**config.mk**
```make
export PLATFORM = sky130hd
export DESIGN_NAME = ysyx_23060072_bpu_resolve
export DESIGN_NICKNAME = d
export VERILOG_FILES = /design/src/rtl/ysyx_23060072_bpu_resolve.sv
export SDC_FILE = /design/constraint.sdc
export NUM_CORES = 1
export LEC_CHECK = 0
export ABC_AREA = 1
export BUFFER_PORTS_ARGS = -buffer_cell sky130_fd_sc_hd__buf_4
export CAP_MARGIN = 5
export CORE_MARGIN = 5
export CORE_UTILIZATION = 38
export CTS_BUF_LIST = sky130_fd_sc_hd__clkbuf_4 sky130_fd_sc_hd__clkbuf_8
export CTS_CLUSTER_DIAMETER = 80
export DETAILED_ROUTE_END_ITERATION = 16
export PLACE_DENSITY_LB_ADDON = 0.25
export SLEW_MARGIN = 20
export SYNTH_ARGS = -nofsm -noshare
export SYNTH_HDL_FRONTEND = slang
export SYNTH_SLANG_ARGS = --single-unit
```
**constraint.sdc**
```tcl
create_clock -name clk -period 6.01 [get_ports clk]
set_clock_uncertainty 0.1 [all_clocks]
set_input_delay 1.803 -clock clk [delete_from_list [all_inputs] [get_ports clk]]
set_output_delay 1.803 -clock clk [all_outputs]
set_load 0.01 [all_outputs]
```
**src/rtl/ysyx_23060072_bpu_resolve.sv**
```systemverilog
// ysyx_23060072_bpu_resolve
//   EX-stage checker for the IF-stage static branch predictor. IF pushes one
//   record {pc, predicted-taken, predicted-target} per JAL/branch into a small
//   in-order queue. EX resolves the oldest record. On a mispredict the block
//   pulses a flush, drops the whole queue and hands the corrected PC back to
//   IF over a valid/ready handshake. It also counts resolved branches and
//   mispredicts.
//
// Ports
//   clk, rst           clock, synchronous active-high reset
//   pred_push_i        IF pushes a prediction record (JAL/branch only)
//   pred_pc_i          instruction address of the record
//   pred_flag_i        predicted taken
//   pred_target_i      predicted next PC when taken
//   pred_full_o        queue full (combinational), IF must stall branches
//   resolve_valid_i    EX resolves the oldest queued branch
//   resolve_taken_i    actual taken
//   resolve_target_i   actual target when taken
//   flush_o            one-cycle pulse, kill younger instructions
//   redirect_valid_o   corrected PC available
//   redirect_pc_o      corrected PC
//   redirect_ready_i   IF accepts the redirect
//   resolve_err_o      one-cycle pulse, resolve seen with an empty queue
//   branch_cnt_o       resolved JAL/branch count (saturating)
//   mispred_cnt_o      mispredict count (saturating)
module ysyx_23060072_bpu_resolve #(
    parameter int DEPTH = 4,
    parameter int CNT_W = 32
) (
    input  logic             clk,
    input  logic             rst,
    input  logic             pred_push_i,
    input  logic [31:0]      pred_pc_i,
    input  logic             pred_flag_i,
    input  logic [31:0]      pred_target_i,
    output logic             pred_full_o,
    input  logic             resolve_valid_i,
    input  logic             resolve_taken_i,
    input  logic [31:0]      resolve_target_i,
    output logic             flush_o,
    output logic             redirect_valid_o,
    output logic [31:0]      redirect_pc_o,
    input  logic             redirect_ready_i,
    output logic             resolve_err_o,
    output logic [CNT_W-1:0] branch_cnt_o,
    output logic [CNT_W-1:0] mispred_cnt_o
);

    localparam int AW = (DEPTH > 1) ? $clog2(DEPTH) : 1;
    localparam logic [AW:0] PTR_ONE = {{AW{1'b0}}, 1'b1};

    function automatic logic [CNT_W-1:0] sat_inc(input logic [CNT_W-1:0] v);
        return (&v) ? v : v + {{(CNT_W-1){1'b0}}, 1'b1};
    endfunction

    // Queue storage (data only, never reset) and pointers with a wrap bit.
    logic [31:0] r_q_pc  [DEPTH];
    logic        r_q_flag[DEPTH];
    logic [31:0] r_q_tgt [DEPTH];
    logic [AW:0] r_wptr;
    logic [AW:0] r_rptr;

    logic             r_flush;
    logic             r_redir_valid;
    logic [31:0]      r_redir_pc;
    logic             r_err;
    logic [CNT_W-1:0] r_branch_cnt;
    logic [CNT_W-1:0] r_mispred_cnt;

    logic        w_empty;
    logic        w_full;
    logic        w_resolve;
    logic        w_mispred;
    logic        w_push_ok;
    logic [31:0] w_head_pc;
    logic        w_head_flag;
    logic [31:0] w_head_tgt;
    logic [31:0] w_actual_pc;

    assign w_empty = (r_wptr == r_rptr);
    // Same slot index but different lap means the writer is a full lap ahead.
    assign w_full  = (r_wptr[AW] != r_rptr[AW]) &&
                     (r_wptr[AW-1:0] == r_rptr[AW-1:0]);

    assign w_head_pc   = r_q_pc  [r_rptr[AW-1:0]];
    assign w_head_flag = r_q_flag[r_rptr[AW-1:0]];
    assign w_head_tgt  = r_q_tgt [r_rptr[AW-1:0]];

    // A pending redirect freezes the queue: nothing resolves or pushes.
    assign w_resolve   = resolve_valid_i && !w_empty && !r_redir_valid;
    assign w_actual_pc = resolve_taken_i ? resolve_target_i : w_head_pc + 32'd4;
    assign w_mispred   = (w_head_flag != resolve_taken_i) ||
                         (resolve_taken_i && (w_head_tgt != resolve_target_i));

    // When full, a simultaneous pop frees the head slot the push lands in;
    // the head is read combinationally before the write takes effect.
    // A push alongside a mispredict is wrong-path and is discarded.
    assign w_push_ok = pred_push_i && !r_redir_valid &&
                       (!w_full || w_resolve) &&
                       !(w_resolve && w_mispred);

    always_ff @(posedge clk) begin
        if (w_push_ok) begin
            r_q_pc  [r_wptr[AW-1:0]] <= pred_pc_i;
            r_q_flag[r_wptr[AW-1:0]] <= pred_flag_i;
            r_q_tgt [r_wptr[AW-1:0]] <= pred_target_i;
        end
    end

    always_ff @(posedge clk) begin
        if (rst) begin
            r_wptr        <= '0;
            r_rptr        <= '0;
            r_flush       <= 1'b0;
            r_redir_valid <= 1'b0;
            r_redir_pc    <= '0;
            r_err         <= 1'b0;
            r_branch_cnt  <= '0;
            r_mispred_cnt <= '0;
        end else begin
            r_flush <= 1'b0;
            r_err   <= resolve_valid_i && w_empty && !r_redir_valid;

            if (r_redir_valid) begin
                if (redirect_ready_i) begin
                    r_redir_valid <= 1'b0;
                    r_redir_pc    <= '0;
                end
            end else if (w_resolve && w_mispred) begin
                // Everything still queued is younger and wrong-path: drop it.
                r_rptr        <= r_wptr;
                r_flush       <= 1'b1;
                r_redir_valid <= 1'b1;
                r_redir_pc    <= w_actual_pc;
                r_branch_cnt  <= sat_inc(r_branch_cnt);
                r_mispred_cnt <= sat_inc(r_mispred_cnt);
            end else begin
                if (w_resolve) begin
                    r_rptr       <= r_rptr + PTR_ONE;
                    r_branch_cnt <= sat_inc(r_branch_cnt);
                end
                if (w_push_ok) begin
                    r_wptr <= r_wptr + PTR_ONE;
                end
            end
        end
    end

    assign pred_full_o      = w_full;
    assign flush_o          = r_flush;
    assign redirect_valid_o = r_redir_valid;
    assign redirect_pc_o    = r_redir_pc;
    assign resolve_err_o    = r_err;
    assign branch_cnt_o     = r_branch_cnt;
    assign mispred_cnt_o    = r_mispred_cnt;

endmodule

```
==> impl_results.md <==
* Vias post-DR at 14270
* Worst setup margin at 1838 ps
* Net Sw Frac at 0.3719
* Asr flop ratio synth at 0
* Gpl congestion at 0.9169
* Layout cells sized above 1 at 0.1657
* WHS Endpoint: mispred_cnt_o[31]
* Fillers at 4424
* Max-Cap Viols at 0
* Vias in the first global route at 13660
* Worst IR Drop VDD at 0.0002348 V
* Hold wc startpoint: mispred_cnt_o[31]
* Post-route antenna net violation count at 0
* Reg power frac at 0.392
* Clock tree from TritonCTS: yes
* Initial Util at 0.3811
* Syn_area_per_cell at 9.015 sq um
* Clk slew on worst S/H paths at 60 ps
* Post-CTS setup buffers at 0
* R2r worst-path depth at 13
* Pin slew with the least headroom to its limit at 965.6 ps
* Fraction of the cycle the final worst path needs at 0.6941
* Worst setup path category: flip-flop to flip-flop
* GRT overflow at 0
* Startpoint types: flip-flop
* Cts hold-fix bufs at 0
* Worst EP arrival at 4300 ps
* Fin crit period at 4172 ps
* Post-synth EDFFs at 260
* #FFs+latches synth at 367
* Final setup vio count at 0
* Clock latency on the worst-skew pair at 610 ps
* Pre-CTS setup slack at 1320 ps
* Clk network pwr share at 0.284
* DRC viols at 0
* Pwr/cell area at 416.0 nW/um^2
* CP required at 6130 ps
* Slew margin rel. at 0.3555
* Clock Sinks at 367
* 1st-iter DRT viols at 1149
* Final Net Count at 2221
* Drt first pass iters at 6
* R2r endpoint: r_q_tgt[0][7]
* Yosys cell types at 42
* Die area at 49570 sq um
* NetSw at 0.003178 W
* Leakage at 7.933 nW
* Total core area at 45090 sq um
* CTS resizes at 0
* H-tree Lvls at 3
* HPWL Detailed at 34670 microns
* Setup_tns at 0 ps
* Inserted Clock Buffers at 67
* RSZ-0062 raised after global routing: false
* Outcome: complete, no violations
* Sequential share of the synthesized area at 0.5790
* CP Capture Type: flip-flop
* Clock buffer depth at 3
* First-pass GRT wire length at 78860 microns
* Initial antenna violation count at 1
* Worst hold path class: flip-flop to flip-flop
* Routed len/inst at 18.79 microns
* Die X at 222.6 microns
* Critical Path Fanout Max at 65
* Ys flop type: edfxtp_1
* Final wirelength at 51890 microns
* Depth of the worst hold-timing path at 2
* Register Area at 9955 sq um
* Area growth syn-to-layout at 19.56%
* Comb power frac at 0.324
* Post-DR vias/cell at 5.168
* Die Ht at 222.6 microns
* Area occupied by multi-input gates at 6337 sq um
* Num ports at 203
* GRT Util Overall at 0.2015
* Final Power at 0.008546 W
* Syn Nets at 2017
* CTS root buf: clkbuf_8
* R2R setup slack at 1840 ps
* Internal Pwr Total at 0.005367 W
* Final Hold Vio Count at 0
* Post-Syn Area at 17180 sq um
* Synth warn at 0
* Largest net degree at the start of global routing at 127
* Port Buffers at 202
* Max-slew violations at 0
* Row Count at 78
* Syn Inst Count at 1906
* Fmax at 239.7 MHz
state kept, by name, summed over array words and instances, names as in the netlist, named ones only:
name and count:
resolve_err_o 1, redirect_pc_o 32, branch_cnt_o 32, r_q_tgt 128, r_wptr 3, redirect_valid_o 1, r_q_flag 4, mispred_cnt_o 32
r_rptr 3, flush_o 1, r_q_pc 128
power by group through the flow:
stage	Combinational (W)	Clock (W)	Sequential, W
floorplan	0.00177	0	0.00342
global placement	0.00276	0	0.00338
detailed placement	0.00278	0	0.00339
CTS	0.00279	0.00250	0.00334
global route	0.00307	0.00260	0.00338
finish	0.00277	0.00242	0.00335
kinds of logic (layout without fill, tap and decap cells):
family | Yosys count | count (layout) | synth area share
simple gates | 1091 | 1091 | 0.2724
xor+xnor | 65 | 65 | 0.03313
fa+ha+maj | 8 | 8 | 0.005826
flops | 367 | 367 | 0.5790
other cells | 0 | 1 | 0
buf+inv | 195 | 449 | 0.05388
compound gates | 180 | 180 | 0.05570
worst max-delay path, stage by stage (launching register included):
cell and delay (ps):
dfxtp_2 320, inv_2 570, buf_4 500, nand3_1 140
nand2_1 110, o21ai_1 60, nor2_1 190, nand3_1 110
nor2_1 150, nand3_2 170, nand2_4 320, nand2_1 370
nor2_4 210, buf_12 300
per-stage QoR:
step                instance area [sq um]  hold slack, ps    util  std cells
floorplan                           17180           382.7       -       1906
global placement                    19160           373.9  0.4250       2641
detailed placement                  19160           378.9  0.4250       2641
CTS                                 20540           386.7  0.4556       2760
global route                        20540           412.0  0.4556       2761
finish                              20540           382.5  0.4556       2761
worst max-delay path by stage:
stage,startpoint,end,slack [ps],cells past startpoint
after floorplan,resolve_taken_i,r_q_flag[0],-150,11
after global placement,resolve_taken_i,r_q_pc[3][24],1340,12
after detailed placement,resolve_taken_i,r_q_tgt[0][17],1320,12
after CTS,flip-flop,r_q_pc[0][16],1830,13
after global routing,flip-flop,r_q_tgt[0][7],1540,13
final,flip-flop,r_q_tgt[0][7],1840,13
layout by cell type (no fill, tap or decap), drive strengths merged, types with 5 or more instances in the layout:
cell,netlist,final
clkinv,0,14
nor3,44,44
nor2,184,184
nand2,585,585
o21ai,68,68
dfxtp,107,107
xnor2,18,18
clkbuf,26,98
nand3b,12,12
nand4,29,29
a21oi,87,87
buf,55,216
nor3b,6,6
ha,8,8
xor2,47,47
edfxtp,260,260
o211ai,5,5
nand3,215,215
inv,114,118
o21a,9,9
nor4,11,11
cells in the mapped netlist, types with 13 or more instances:
master    number  share of area
o21ai_0       63          0.018
nor3_1        41          0.012
buf_2         26         0.0076
buf_6         13         0.0085
nor2_1       177          0.039
clkbuf_1      26         0.0057
xnor2_1       18         0.0092
buf_4         15         0.0066
dfxtp_1      107           0.12
inv_1        108          0.024
nand4_1       29          0.011
a21oi_1       87          0.025
nand3_1      214          0.062
edfxtp_1     260           0.45
nand2_1      579           0.13
xor2_1        47          0.024
metal layers:
metal / up-vias / track usage / wire [microns]
met5: - / 0 / 0
met2: 576 / 0.3134 / 23580
met4: 0 / 0.07391 / 1560
li1: 6841 / - / -
met1: 6763 / 0.2821 / 22660
met3: 90 / 0.03805 / 4082
layout make-up:
| class | count | share of cell area |
|---|---|---|
| multi-input cells | 1344 | 0.3085 |
| repair buffers | 216 | 0.08198 |
| flip-flops and latches | 367 | 0.4846 |
| clock buffers | 98 | 0.05835 |
| well taps | 600 | 0.03654 |
| inverters | 114 | 0.02119 |
| clock inverters | 21 | 0.008770 |
| diodes | 1 | 0.0001218 |
(Power assumes the default switching activity.)
